`src/rtl/stream_demux_n.sv`:
```
// 1-to-N valid/ready demultiplexer: the select is locked for a whole packet,
// each channel has a one-entry output register, and out-of-range beats are dropped and counted.

module stream_demux_n_slot #(
   parameter int WIDTH = 8
) (
   input  logic             clk,
   input  logic             rst_n,
   input  logic             load,
   input  logic [WIDTH-1:0] din,
   input  logic             lin,
   input  logic             ready,
   output logic             valid,
   output logic [WIDTH-1:0] data,
   output logic             last
);
   // An empty slot always shows zero data, so a drain clears the payload too.
   always_ff @(posedge clk or negedge rst_n) begin
      if (!rst_n) begin
         valid <= 1'b0;
         data  <= '0;
         last  <= 1'b0;
      end else if (load) begin
         valid <= 1'b1;
         data  <= din;
         last  <= lin;
      end else if (valid && ready) begin
         valid <= 1'b0;
         data  <= '0;
         last  <= 1'b0;
      end
   end
endmodule

module stream_demux_n #(
   parameter int WIDTH    = 8,
   parameter int CHANNELS = 4,
   parameter int SEL_W    = 2,
   parameter int CNT_W    = 8
) (
   input  logic                      clk,
   input  logic                      rst_n,
   input  logic [WIDTH-1:0]          in_data,
   input  logic [SEL_W-1:0]          in_sel,
   input  logic                      in_last,
   input  logic                      in_valid,
   output logic                      in_ready,
   output logic [CHANNELS*WIDTH-1:0] out_data,
   output logic [CHANNELS-1:0]       out_last,
   output logic [CHANNELS-1:0]       out_valid,
   input  logic [CHANNELS-1:0]       out_ready,
   output logic                      busy,
   output logic [CNT_W-1:0]          drop_cnt
);
   typedef enum logic {IDLE, PKT} state_t;

   state_t             state_q, state_d;
   logic [SEL_W-1:0]   sel_q, sel_d, tgt;
   logic [CHANNELS-1:0] hit, free, load;
   logic               legal, accept, drop;

   assign tgt = (state_q == PKT) ? sel_q : in_sel;

   // hit is one-hot on the target; an all-zero hit means the select is out of range.
   for (genvar c = 0; c < CHANNELS; c++) begin : g_lane
      assign hit[c]  = (tgt == SEL_W'(c));
      assign free[c] = !out_valid[c] || out_ready[c];
      assign load[c] = accept && hit[c];

      stream_demux_n_slot #(.WIDTH(WIDTH)) u_slot (
         .clk   (clk),
         .rst_n (rst_n),
         .load  (load[c]),
         .din   (in_data),
         .lin   (in_last),
         .ready (out_ready[c]),
         .valid (out_valid[c]),
         .data  (out_data[c*WIDTH +: WIDTH]),
         .last  (out_last[c])
      );
   end

   assign legal    = |hit;
   assign in_ready = !legal || |(hit & free);
   assign accept   = in_valid && in_ready;
   assign drop     = accept && !legal;
   assign busy     = (state_q == PKT);

   always_ff @(posedge clk or negedge rst_n) begin
      if (!rst_n) begin
         state_q <= IDLE;
         sel_q   <= '0;
      end else begin
         state_q <= state_d;
         sel_q   <= sel_d;
      end
   end

   // Framing follows accepted beats regardless of legality, so an illegal packet is dropped whole.
   always_comb begin
      state_d = state_q;
      sel_d   = sel_q;
      if (accept) begin
         case (state_q)
            IDLE: if (!in_last) begin
               state_d = PKT;
               sel_d   = in_sel;
            end
            PKT: if (in_last) state_d = IDLE;
            default: state_d = IDLE;
         endcase
      end
   end

   always_ff @(posedge clk or negedge rst_n) begin
      if (!rst_n)
         drop_cnt <= '0;
      else if (drop && (drop_cnt != {CNT_W{1'b1}}))
         drop_cnt <= drop_cnt + 1'b1;
   end
endmodule

```
`config.mk`:
```
export PLATFORM = sky130hd
export DESIGN_NAME = stream_demux_n
export DESIGN_NICKNAME = d
export VERILOG_FILES = /design/src/rtl/stream_demux_n.sv
export SDC_FILE = /design/constraint.sdc
export NUM_CORES = 1
export LEC_CHECK = 0
export CORE_MARGIN = 3
export CORE_UTILIZATION = 42
export CTS_CLUSTER_DIAMETER = 150
export DETAILED_ROUTE_END_ITERATION = 16
export GPL_TIMING_DRIVEN = 0
export HOLD_SLACK_MARGIN = 0.12
export PLACE_DENSITY = 0.81
export REMOVE_ABC_BUFFERS = 1
export SETUP_SLACK_MARGIN = 0.5
export SKIP_CTS_REPAIR_TIMING = 1
export SLEW_MARGIN = 20
export SYNTH_ARGS = -nofsm -noshare
export SYNTH_HDL_FRONTEND = slang
export SYNTH_SLANG_ARGS = --single-unit
```
`constraint.sdc`:
```
create_clock -name clk -period 1.5 [get_ports clk]
set_input_delay 0.15 -clock clk [delete_from_list [all_inputs] [get_ports clk]]
set_output_delay 0.15 -clock clk [all_outputs]
set_load 0.05 [all_outputs]
```
# Word level (Yosys, flattened, before mapping)
# Index checks and enable logic that the tools add are counted.
# op_classes
eq_ne	4
n_reduce_logical	29
add_sub_neg	1
n_mul	0
n_mux	22
order_cmp	0
shift	0
div_mod_pow	0
n_bitwise	3
# ops
op	n
8-bit 2-to-1 mux	8
1-bit 2-to-1 mux	13
1-bit logical AND	11
8-bit by 1-bit adder with 8-bit output (second input constant)	1
8-bit inequality test (second input constant)	1
2-bit nonzero test	4
4-bit OR reduction	2
1-bit logical NOT	5
1-bit logical OR	5
4-bit bitwise AND	1
2-bit == test (second input constant)	2
3-bit AND reduction	1
2-bit by 1-bit == test with 1-bit output (second input constant)	1
2-bit logical NOT	1
2-bit 2-to-1 mux	1
1-bit inverter	2
# word_totals
mem_bits_rw	0
latch_bits	0
n_memories	0
mem_bits_ro	0
register_bits	51
wordCells	74
out_inout_bits	50

# Logic depth before layout (Yosys ltp)
# Gate-level depths: netlist of run 1.
# depth
ltp_word	8
ltp_mapped	6
depth_no_buf	4

# By module
# A second synthesis of run 1 with hierarchy kept.
# unflattened
cells_unflattened	175
area_unflattened_um2	2187.1
# by_module_without_submodules
mod	cells_each	instances	seq_area_each_um2	area_each_um2
stream_demux_n_slot	33	4	250.2	426.7
stream_demux_n	43	1	275.3	480.5

# Worst setup path before layout of run 1
# OpenSTA, ideal clock, no wires.
# synth_timing
kind	register to output
startpoint	register state_q (netlist: busy)
endpoint	output in_ready
required_ns	1.350
stages_incl_launch_ff	4
arrival_ns	2.126
slack_ns	-0.776
path_cell_list	dfrtp_1 > mux2_2 > mux2i_1 > mux2i_1
# synth_between
elab_chain_cells	5
# synth_lines
element	line	rtl
start, declared	57	state_t state_q, state_d;
start signal, assigned	94	state_q <= state_d;
2-bit 2-to-1 mux *	62	assign tgt = (state_q == PKT) ? sel_q : in_sel;
2-bit by 1-bit == test with 1-bit output, or another cell as far along	66	assign hit[c] = (tgt == SEL_W'(c));
4-bit bitwise AND / 4-bit OR reduction (equally long branches)	84, 83	
4-bit OR reduction / 1-bit logical NOT (equally long branches)	84	assign in_ready = !legal || |(hit & free);
1-bit logical OR *	84	
end, declared	47	output logic in_ready,
# Every way passes the cells marked *; elsewhere a longest branch is shown, timed or not.

# Final worst setup path of run 1
# Ends and elaborated chain as after synthesis.

==> results of run 1 <==
routing by layer:
metal	vias to the layer above	routed length, um
li1	876	-
met1	861	2500
met2	42	2720
met3	4	195
met4	0	60
met5	-	0
kinds of logic (layout without fill, tap and decap cells):
family | after synthesis | after routing | share of synthesized area (%)
DFF | 51 | 51 | 55.0
buffers and inverters | 27 | 98 | 9.39
AOI/OAI and AO/OA | 46 | 46 | 14.8
muxes | 9 | 10 | 4.15
and+or+nand+nor | 88 | 91 | 16.7
sequential cells by signal (all words and copies together), names as in the netlist:
signal	flops
g_lane.u_slot.data	32
drop_cnt	8
sel_q	2
busy	1
g_lane.u_slot.last	4
g_lane.u_slot.valid	4
per-stage QoR:
step                hold slack (ns)  TNS [ns]  cells  total power, W  instance area [um^2]
floorplan                    -0.146    -20.41    197         0.00455                  2110
global placement              0.364    -80.15    334         0.00572                  2870
detailed placement            0.219    -20.72    334         0.00578                  2870
CTS                          -0.115    -24.51    342         0.00661                  2970
global route                  0.413    -10.26    366         0.00769                  3310
finish                        0.396     -6.76    366         0.00732                  3310
cell usage in the layout, fill, tap and decap left out, drive strengths merged, types with 2 or more instances in the layout:
| master | instances |
|---|---|
| o21ai | 42 |
| nand2b | 5 |
| buf | 70 |
| nand2 | 77 |
| clkbuf | 6 |
| mux2 | 2 |
| clkdlybuf4s50 | 16 |
| dfrtp | 51 |
| and4 | 2 |
| and4b | 5 |
| inv | 3 |
| mux2i | 8 |
worst max-delay path by stage:
stage,start,to,cells past startpoint
final,busy,in_ready,4
after detailed placement,in_sel[1],in_ready,5
after global placement,rst_n,g_lane[2].u_slot.data[6],1
after global routing,busy,in_ready,4
after floorplan,busy,in_ready,3
after CTS,busy,in_ready,4
power by group through the flow:
stage | registers (W) | clock network [W] | logic, W
after CTS | 0.00211 | 0.000849 | 0.00366
final | 0.00220 | 0.000834 | 0.00428
after global routing | 0.00225 | 0.000911 | 0.00453
after floorplan | 0.00361 | 0 | 0.000943
after detailed placement | 0.00213 | 0 | 0.00365
after global placement | 0.00212 | 0 | 0.00360
final cells by class:
cell class	count	area, um^2	share of cell area, %
Tap cell	70	87.6	2.64
Sequential cell	51	1280	38.6
Clock inverter	2	16.3	0.491
Timing Repair Buffer	87	896	27.0
Inverter	3	11.3	0.340
Clock buffer	6	82.6	2.49
Multi-Input combinational cell	147	942	28.4
==> Implementation_results.wiki, run 1 <==
{| class="wikitable"
! Metric !! Value
|-
| Root buffer cell || sky130_fd_sc_hd__clkbuf_8
|-
| Util after Layout || between 60% and 70%
|-
| Clock tree buffer depth || 2
|-
| Antenna diodes || 0
|-
| Final net count || 313
|-
| Outcome || complete, but fails checks
|-
| Area growth, synth to finish || 42.8%
|-
| Number of flip-flops and latches in the synthesized netlist || 51
|-
| Die Height || 80.3 um
|-
| Crit share post-route || 122%
|-
| Maximum clock frequency || about 0.54 GHz
|-
| Leak pwr || 1.56 nW
|-
| Total count of hold-check failures in the final report || 0
|-
| Count of endpoints failing setup in the final report || 40
|-
| First-pass iteration count of the detailed router || 4
|-
| Violations in the final reports || setup timing
|-
| Predominant post-synthesis flop cell || sky130_fd_sc_hd__dfrtp_1
|-
| Launch instance of the worst register-to-register path || busy
|-
| Required @ worst endpoint || 1.35 ns
|-
| Setup repair after global routing missed its margin || yes
|-
| Detailed-route DRC error count || 0
|-
| Total of fill cells in the finished design || 429
|-
| Initial Utilization || 44.3%
|-
| Portion of total power attributed to the clock network || 11.4%
|-
| Share of synthesized flip-flops with an asynchronous set or reset || 100%
|-
| Avg WL per Cell || 15.0 um
|-
| Pwr/cell area || 2210 nW/um^2
|-
| Initial antenna violation count || 0
|-
| Worst slack at placement || -0.716 ns
|-
| Reg2Reg Depth || 5
|-
| Slew Viols, Final || 0
|-
| Synthesized instance count || 221
|-
| Proportion of synthesized chip area in sequential cells || 55.0%
|-
| Standard cell with the maximum stage delay on the critical path || sky130_fd_sc_hd__dfrtp_2
|-
| Total I/O pin count || 68
|-
| IR Drop Worst-Case VDD || 1010 uV
|-
| Setup crit end kind || output port
|-
| Number of sinks driven by the clock tree || 51
|-
| Max-capacitance violation count || 0
|-
| Mean cell area of the mapped netlist || 10.5 um^2
|-
| Worst path bufs/invs || 1
|-
| Worst Setup Path Type || reg2out
|-
| Sort of element at the start of the critical path || flop
|-
| Number of flops mapped to enable cells by yosys || 0
|-
| Net switching power of the design || 0.00344 W
|-
| Chain of cells forming the critical path || mux2_4, mux2i_4, mux2i_1, buf_4
|-
| Vias post-DR || around 1.8k
|-
| GR met3 Demand/Resource || 3.36%
|-
| Area of the placeable core || 5240 um^2
|-
| Number of rows created at floorplan || 26
|-
| Wire length of the first global-routing pass || a little over 8 mm
|-
| Setup slack of the most critical reg-to-reg path || -0.25 ns
|-
| Routed vias/inst || 4.87
|-
| Proportion of layout cells with a drive suffix above 1 || between 40 and 50%
|-
| Die width || 80.3 um
|-
| Proportion of power drawn by combinational gates || between 50% and 60%
|-
| Library cell with the highest instance count after synthesis || sky130_fd_sc_hd__nand2_1
|-
| Maximum number of pins on one net before global-route repair || 52
|-
| FF-to-FF End || g_lane[0].u_slot.data[0]
|-
| CTS tree || built
|-
| Placed wire-length estimate after detailed placement || 3.56 mm
|-
| Number of I/O port buffers || 67
|-
| Worst slew pin tran || 0.628 ns
|-
| Class of the worst hold path || in2async
|-
| GRT overflow || 0
|-
| Post-synthesis cell type count || 24
|-
| Commonest cells in the netlist || sky130_fd_sc_hd__nand2_1, sky130_fd_sc_hd__dfrtp_1, sky130_fd_sc_hd__o21ai_2
|-
| Leading area contributor after synthesis || sky130_fd_sc_hd__dfrtp_1
|-
| Die ar. || 6450 um^2
|-
| Detailed Route Iter0 Violations || 147
|-
| Post-route clock skew || around 0.011 ns
|-
| Critical Path Fanout Max || 6
|-
| Fraction of power consumed by sequential logic || between 30% and 40%
|-
| Cell family contributing the most delay on the critical path || multiplexers
|-
| Later-pin clock latency in the skew report || 0.30 ns
|-
| Number of nets still failing antenna checks after routing || 0
|-
| Time the final worst path needs with I/O delays and setup || 1.84 ns
|-
| Ys Warns || 0
|-
| Total Routed Length || between 5 and 6 mm
|-
| GR Util met1 || 23.2%
|-
| Area fraction of the dominant cell type after synthesis || ~55%
|-
| Global routing's busiest layer || met2
|-
| Cell types with the largest area share after synthesis || sky130_fd_sc_hd__dfrtp_1, sky130_fd_sc_hd__nand2_1, sky130_fd_sc_hd__o21ai_2, sky130_fd_sc_hd__buf_12, sky130_fd_sc_hd__mux2i_1
|-
| Number of clock buffers inserted by TritonCTS || 5
|-
| Cell-internal power || slightly below 0.004 W
|-
| Relative slew slack || 58.1%
|-
| Number of global-route vias before repair || approximately 1.6k
|-
| Weighted congestion reported at the end of routability-driven placement || 0.806
|-
| Total standard cell area after synthesis || ~2300 um^2
|-
| Global-route usage over all layers || 16.7%
|-
| Number of H-tree levels || 2
|-
| Worst path setup slack after routing || -0.336 ns
|-
| Met2 Track Usage GR || 26.2%
|-
| Data arrival time at the worst-slack endpoint || 1.69 ns
|-
| Largest stage delay on the critical path || 0.47 ns
|-
| Fraction of power spent switching nets || a little under half
|-
| Clock transition time at the flip-flop clock pins of the worst setup and hold paths || 0.10 ns
|}
(Power assumes the default switching activity.)
==> run 2: changes to the inputs <==
--- a/config.mk
+++ b/config.mk
@@ -5,7 +5,7 @@
 export SDC_FILE = /design/constraint.sdc
 export NUM_CORES = 1
 export LEC_CHECK = 0
-export CORE_MARGIN = 3
+export CORE_MARGIN = 5
 export CORE_UTILIZATION = 42
 export CTS_CLUSTER_DIAMETER = 150
 export DETAILED_ROUTE_END_ITERATION = 16
==> run 2 against run 1 <==
The run ends with hold timing, setup timing left. Largest power group unchanged. Wire length grew 13%. Clock power shrank 2.9%. Sequential share of layout area shrank 0.13 points. Worst hold slack lost 0.54 ns. Clock skew shrank 0.0037 ns. Utilization shrank 2.1 points. Total power grew 0.90%. Register-to-register slack lost 0.02 ns. Global-route usage shrank 1.4 points.
==> Implementation_results.wiki, run 2 (synthesis results as in run 1) <==
{| class="wikitable"
! Metric !! Value
|-
| Outcome || complete, but fails checks (unchanged)
|-
| Violations in the final reports || hold timing, setup timing (was setup timing)
|-
| Setup repair after global routing missed its margin || yes (unchanged)
|-
| Setup crit end kind || output port (unchanged)
|-
| Data arrival time at the worst-slack endpoint || 1.68 ns (was 1.69 ns)
|-
| Post-route clock skew || 0.00749 ns (was 0.0112 ns)
|-
| Chain of cells forming the critical path || mux2_4, mux2i_2, mux2i_1, buf_4 (was mux2_4, mux2i_4, mux2i_1, buf_4)
|-
| Worst path setup slack after routing || -0.328 ns (was -0.336 ns)
|-
| Vias post-DR || 1,853 (was 1,783)
|-
| Wire length of the first global-routing pass || 8.67 mm (was 8.25 mm)
|-
| Most frequent cells in the layout || sky130_fd_sc_hd__nand2_1, sky130_fd_sc_hd__buf_6, sky130_fd_sc_hd__dfrtp_1, sky130_fd_sc_hd__o21ai_2, sky130_fd_sc_hd__buf_4 (was sky130_fd_sc_hd__nand2_1, sky130_fd_sc_hd__dfrtp_1, sky130_fd_sc_hd__buf_6, sky130_fd_sc_hd__o21ai_2, sky130_fd_sc_hd__buf_4)
|-
| Number of rows created at floorplan || 27 (was 26)
|-
| Time the final worst path needs with I/O delays and setup || 1.83 ns (was 1.84 ns)
|-
| Relative slew slack || 56.7% (was 58.1%)
|-
| Count of non-filler cells in the finished layout || 371 (was 366)
|-
| Number of nets still failing antenna checks after routing || 0 (unchanged)
|-
| Number of global-route vias before repair || 1,700 (was 1,625)
|-
| Worst path bufs/invs || 1 (unchanged)
|-
| Critical Path Fanout Max || 5 (was 6)
|-
| Count of endpoints failing setup in the final report || 38 (was 40)
|-
| Global-route usage over all layers || 15.3% (was 16.7%)
|-
| Initial Utilization || 42.7% (was 44.3%)
|-
| Standard cell with the maximum stage delay on the critical path || sky130_fd_sc_hd__dfrtp_2 (unchanged)
|-
| Class of the worst hold path || in2async (unchanged)
|-
| Area growth, synth to finish || 43.3% (was 42.8%)
|-
| Routed vias/inst || 4.99 (was 4.87)
|-
| Die Height || 84.3 um (was 80.3 um)
|-
| Total I/O pin count || 68 (unchanged)
|-
| Flip-flop count of the largest register, all copies and words added || 32 (unchanged)
|-
| First-pass iteration count of the detailed router || 6 (was 4)
|-
| Worst Setup Path Type || reg2out (unchanged)
|-
| Slew Viols, Final || 0 (unchanged)
|-
| Area of the placeable core || 5440 um^2 (was 5240 um^2)
|-
| Initial antenna violation count || 0 (unchanged)
|-
| Die width || 84.3 um (was 80.3 um)
|-
| Cell family contributing the most delay on the critical path || multiplexers (unchanged)
|-
| Proportion of layout cells with a drive suffix above 1 || 44.8% (was 44.3%)
|-
| Total Routed Length || 6.20 mm (was 5.48 mm)
|-
| Number of sinks driven by the clock tree || 51 (unchanged)
|-
| Max-capacitance violation count || 0 (unchanged)
|-
| Worst-case hold slack || -0.141 ns (was 0.396 ns)
|-
| Area of combinational cells with multiple inputs || 937 um^2 (was 942 um^2)
|-
| Largest stage delay on the critical path || 0.47 ns (about the same)
|-
| Sort of element at the start of the critical path || flop (unchanged)
|-
| Pwr/cell area || 2220 nW/um^2 (was 2210 nW/um^2)
|-
| Maximum clock frequency || 0.547 GHz (was 0.545 GHz)
|-
| IR Drop Worst-Case VDD || 1140 uV (was 1010 uV)
|-
| Avg WL per Cell || 16.7 um (was 15.0 um)
|-
| CTS tree || built (unchanged)
|-
| Number of H-tree levels || 2 (unchanged)
|-
| Detailed Route Iter0 Violations || 90 (was 147)
|-
| Maximum number of pins on one net before global-route repair || 52 (unchanged)
|-
| Placed wire-length estimate after detailed placement || 3.74 mm (was 3.56 mm)
|-
| Final net count || 316 (was 313)
|-
| Required @ worst endpoint || 1.35 ns (about the same)
|-
| Antenna diodes || 0 (unchanged)
|-
| Root buffer cell || sky130_fd_sc_hd__clkbuf_8 (unchanged)
|-
| Number of placed instances, taps included || 336 (was 334)
|-
| Total of fill cells in the finished design || 469 (was 429)
|-
| Detailed-route DRC error count || 0 (unchanged)
|-
| Leak pwr || 1.57 nW (was 1.56 nW)
|-
| Crit share post-route || 122% (about the same)
|-
| Total count of hold-check failures in the final report || 51 (was 0)
|-
| Weighted congestion reported at the end of routability-driven placement || 0.834 (was 0.806)
|-
| Most flops, register || g_lane.u_slot.data (unchanged)
|-
| Worst slew pin tran || 0.649 ns (was 0.628 ns)
|-
| Clock transition time at the flip-flop clock pins of the worst setup and hold paths || 0.09 ns (was 0.10 ns)
|-
| Number of clock buffers inserted by TritonCTS || 5 (unchanged)
|-
| Registers with the most flip-flops || g_lane.u_slot.data: 32 flops, drop_cnt: 8 flops (unchanged)
|-
| Number of I/O port buffers || 67 (unchanged)
|-
| Footprint of the flip-flops and latches || 1280 um^2 (unchanged)
|-
| Worst slack at placement || -0.731 ns (was -0.716 ns)
|-
| Leading cell type in the layout, fill and taps excluded || sky130_fd_sc_hd__nand2_1 (unchanged)
|-
| Later-pin clock latency in the skew report || 0.31 ns (was 0.30 ns)
|-
| Die ar. || 7110 um^2 (was 6450 um^2)
|-
| GRT overflow || 0 (unchanged)
|-
| Clock tree buffer depth || 2 (unchanged)
|}
[run 2: metal layers]
layer	GRT usage, %	wire length [um]	share of wire (%)
met5	0	0	0
met4	5.26	104	1.7
met3	3.43	315	5.1
met2	24.8	3170	51
met1	20.2	2610	42
[run 2: layout make-up]
type                            instances  area share [%]
Tap cell                               72            2.71
Multi-Input combinational cell        148            28.2
Clock buffer                            5            2.07
Inverter                                3           0.339
Clock inverter                          3           0.602
Sequential cell                        51            38.4
Timing Repair Buffer                   89            27.7
[run 2: worst paths after layout]
kind                                  start                       end  slack (ns)  cells past startpoint
min in group clk                drop_cnt[4]               drop_cnt[4]        0.40                      0
worst min-delay path                  rst_n                  sel_q[0]       -0.14                      1
max in group asynchronous             rst_n                      busy        1.19                      1
worst min register to register  drop_cnt[4]               drop_cnt[4]        0.40                      0
worst max-delay path                   busy                  in_ready       -0.33                      4
worst max register to register         busy  g_lane[3].u_slot.data[7]       -0.27                      5
[run 2: where the power goes]
group | switching (W) | internal, W | total [W]
clock network | 0.000484 | 0.000326 | 0.000810
registers | 0.000390 | 0.00182 | 0.00221
logic | 0.00265 | 0.00171 | 0.00436
total | 0.00353 | 0.00386 | 0.00738
[run 2: metrics by stage]
step	utilization (%)	total power [W]	instance area (um^2)	TNS (ns)	hold WS [ns]
floorplan	-	0.00455	2110	-20.41	-0.146
global placement	52.8	0.00572	2870	-80.70	0.364
detailed placement	52.8	0.00580	2870	-21.29	0.226
CTS	54.4	0.00661	2960	-25.86	-0.114
global route	61.1	0.00773	3320	-8.12	-0.0904
finish	61.1	0.00738	3320	-5.10	-0.141
==> run 3: changes to the inputs <==
--- a/config.mk
+++ b/config.mk
@@ -12,6 +12,7 @@
 export GPL_TIMING_DRIVEN = 0
 export HOLD_SLACK_MARGIN = 0.12
 export PLACE_DENSITY = 0.81
+export RECOVER_POWER = 50
 export REMOVE_ABC_BUFFERS = 1
 export SETUP_SLACK_MARGIN = 0.5
 export SKIP_CTS_REPAIR_TIMING = 1
==> run 3 against run 2 <==
The run ends with setup timing left. Wire length about the same. Sequential share of layout area hardly changed. Clock skew barely moved. Setup slack barely moved. Final cell count did not move. Flip-flop and latch count is the same. Non-clock buffer count stayed put. Via count is the same. Critical path type unchanged.
==> Implementation_results.wiki, run 3 (synthesis results as in run 1) <==
{| class="wikitable"
! Metric !! Value
|-
| Outcome || complete, but fails checks (unchanged)
|-
| Violations in the final reports || setup timing (was hold timing, setup timing)
|-
| Worst Setup Path Type || reg2out (unchanged)
|-
| Sort of element at the start of the critical path || flop (unchanged)
|-
| Weighted congestion reported at the end of routability-driven placement || 0.834 (unchanged)
|-
| Proportion of power drawn by combinational gates || 59.0% (about the same)
|-
| Clock tree buffer depth || 2 (unchanged)
|-
| Final standard cell area without fillers || 3320 um^2 (about the same)
|-
| Total Routed Length || 6.20 mm (about the same)
|-
| Worst path setup slack after routing || -0.328 ns (about the same)
|-
| Setup crit end kind || output port (unchanged)
|-
| Global-route usage over all layers || 15.3% (unchanged)
|-
| Leading cell type in the layout, fill and taps excluded || sky130_fd_sc_hd__nand2_1 (unchanged)
|-
| Net switching power of the design || 0.00353 W (about the same)
|-
| Most flops, register || g_lane.u_slot.data (unchanged)
|-
| Placed wire-length estimate after detailed placement || 3.74 mm (unchanged)
|-
| Leak pwr || 1.56 nW (was 1.57 nW)
|-
| Number of clock buffers inserted by TritonCTS || 5 (unchanged)
|-
| Die ar. || 7110 um^2 (unchanged)
|-
| Maximum clock frequency || 0.547 GHz (about the same)
|-
| First-pass iteration count of the detailed router || 6 (unchanged)
|-
| Slew Viols, Final || 0 (unchanged)
|-
| Max-capacitance violation count || 0 (unchanged)
|-
| Required @ worst endpoint || 1.35 ns (about the same)
|-
| Vias post-DR || 1,853 (unchanged)
|-
| Avg WL per Cell || 16.7 um (about the same)
|-
| Initial Utilization || 42.7% (unchanged)
|-
| Pwr/cell area || 2220 nW/um^2 (about the same)
|-
| Standard cell with the maximum stage delay on the critical path || sky130_fd_sc_hd__dfrtp_2 (unchanged)
|-
| Antenna diodes || 0 (unchanged)
|-
| Portion of total power attributed to the clock network || 11.0% (about the same)
|-
| Fraction of power consumed by sequential logic || 30.0% (about the same)
|-
| Number of sinks driven by the clock tree || 51 (unchanged)
|-
| Class of the worst hold path || in2async (unchanged)
|-
| Detailed-route DRC error count || 0 (unchanged)
|-
| Area of the placeable core || 5440 um^2 (unchanged)
|-
| Die Height || 84.3 um (unchanged)
|-
| Proportion of layout cells with a drive suffix above 1 || 44.8% (unchanged)
|-
| Area growth, synth to finish || 43.2% (was 43.3%)
|-
| Number of nets still failing antenna checks after routing || 0 (unchanged)
|-
| Number of H-tree levels || 2 (unchanged)
|-
| GRT overflow || 0 (unchanged)
|-
| Count of endpoints failing setup in the final report || 38 (unchanged)
|-
| Post-route clock skew || 0.00744 ns (was 0.00749 ns)
|-
| Total I/O pin count || 68 (unchanged)
|-
| Number of rows created at floorplan || 27 (unchanged)
|-
| Maximum number of pins on one net before global-route repair || 52 (unchanged)
|-
| Registers with the most flip-flops || g_lane.u_slot.data: 32 flops, drop_cnt: 8 flops (unchanged)
|-
| IR Drop Worst-Case VDD || 1140 uV (about the same)
|-
| Chain of cells forming the critical path || mux2_4, mux2i_2, mux2i_1, buf_4 (unchanged)
|-
| Count of non-filler cells in the finished layout || 371 (unchanged)
|-
| Total of fill cells in the finished design || 469 (unchanged)
|-
| Routed vias/inst || 4.99 (unchanged)
|-
| Crit share post-route || 122% (about the same)
|-
| Time the final worst path needs with I/O delays and setup || 1.83 ns (about the same)
|-
| Most frequent cells in the layout || sky130_fd_sc_hd__nand2_1, sky130_fd_sc_hd__buf_6, sky130_fd_sc_hd__dfrtp_1, sky130_fd_sc_hd__o21ai_2, sky130_fd_sc_hd__buf_4 (unchanged)
|-
| Die width || 84.3 um (unchanged)
|-
| Number of I/O port buffers || 67 (unchanged)
|-
| Largest stage delay on the critical path || 0.47 ns (about the same)
|-
| Detailed Route Iter0 Violations || 90 (unchanged)
|-
| CTS tree || built (unchanged)
|-
| Number of placed instances, taps included || 336 (unchanged)
|-
| Cell-internal power || 0.00386 W (about the same)
|-
| Setup repair after global routing missed its margin || yes (unchanged)
|-
| Wire length of the first global-routing pass || 8.67 mm (unchanged)
|-
| Fraction of power spent switching nets || 47.8% (about the same)
|-
| Cell family contributing the most delay on the critical path || multiplexers (unchanged)
|-
| Flip-flop count of the largest register, all copies and words added || 32 (unchanged)
|-
| Data arrival time at the worst-slack endpoint || 1.68 ns (about the same)
|-
| Worst path bufs/invs || 1 (unchanged)
|-
| Initial antenna violation count || 0 (unchanged)
|-
| Placed instance area || 2870 um^2 (unchanged)
|-
| Final net count || 316 (unchanged)
|-
| Relative slew slack || 15.5% (was 56.7%)
|-
| Total count of hold-check failures in the final report || 0 (was 51)
|-
| Later-pin clock latency in the skew report || 0.31 ns (about the same)
|-
| Critical Path Fanout Max || 5 (unchanged)
|-
| Clock transition time at the flip-flop clock pins of the worst setup and hold paths || 0.09 ns (about the same)
|-
| Root buffer cell || sky130_fd_sc_hd__clkbuf_8 (unchanged)
|-
| Worst slew pin tran || 1.27 ns (was 0.649 ns)
|-
| Number of global-route vias before repair || 1,700 (unchanged)
|}
-- run 3: final cells by class --
class / count / area, um^2 / area share [%]
clock inverters: 3 / 20.0 / 0.603
repair buffers: 89 / 917 / 27.6
flip-flops and latches: 51 / 1280 / 38.5
multi-input cells: 148 / 937 / 28.2
inverters: 3 / 11.3 / 0.339
well taps: 72 / 90.1 / 2.71
clock buffers: 5 / 68.8 / 2.07
-- run 3: metrics by stage --
| stage | util (%) | total power (W) | setup TNS [ns] | setup slack, ns | hold WS [ns] |
|---|---|---|---|---|---|
| floorplan | - | 0.00455 | -20.41 | -0.776 | -0.146 |
| global placement | 52.8 | 0.00572 | -80.70 | -1.21 | 0.364 |
| detailed placement | 52.8 | 0.00580 | -21.29 | -0.731 | 0.226 |
| CTS | 54.4 | 0.00661 | -25.86 | -0.997 | -0.114 |
| global route | 61.1 | 0.00773 | -8.12 | -0.401 | 0.211 |
| finish | 61.1 | 0.00738 | -5.14 | -0.328 | 0.103 |
-- run 3: power groups by stage --
stage / clock network [W] / logic, W / registers (W)
3_5_place_dp: 0 / 0.00367 / 0.00213
2_1_floorplan: 0 / 0.000943 / 0.00361
6_report: 0.000810 / 0.00436 / 0.00221
4_1_cts: 0.000824 / 0.00367 / 0.00211
3_3_place_gp: 0 / 0.00361 / 0.00212
5_1_grt: 0.000881 / 0.00458 / 0.00227
-- run 3: worst register-to-register path, delay by kind of cell, from the launching register on --
kind | cells | cell delay, ns
flip-flops | 1 | 0.47
buffers and inverters | 1 | 0.16
multiplexers | 1 | 0.24
AND/OR/NAND/NOR | 2 | 0.77
AO/OA/AOI/OAI | 1 | 0.07
-- run 3: final timing paths --
| kind | from | to | slack (ns) | cells past startpoint |
|---|---|---|---|---|
| worst min register to register | drop_cnt[4] | drop_cnt[4] | 0.40 | 0 |
| worst min-delay path | rst_n | sel_q[0] | 0.10 | 1 |
| worst max-delay path | busy | in_ready | -0.33 | 4 |
| max in group asynchronous | rst_n | busy | 0.57 | 1 |
| worst max register to register | busy | g_lane[3].u_slot.data[7] | -0.27 | 5 |
| min in group clk | drop_cnt[4] | drop_cnt[4] | 0.40 | 0 |
-- run 3: per-layer routing --
| metal | routed length (um) | share of wire [%] | global-route usage, % |
|---|---|---|---|
| met5 | 0 | 0 | 0 |
| met4 | 104 | 1.7 | 5.26 |
| met3 | 315 | 5.1 | 3.43 |
| met2 | 3170 | 51 | 24.8 |
| met1 | 2620 | 42 | 20.2 |
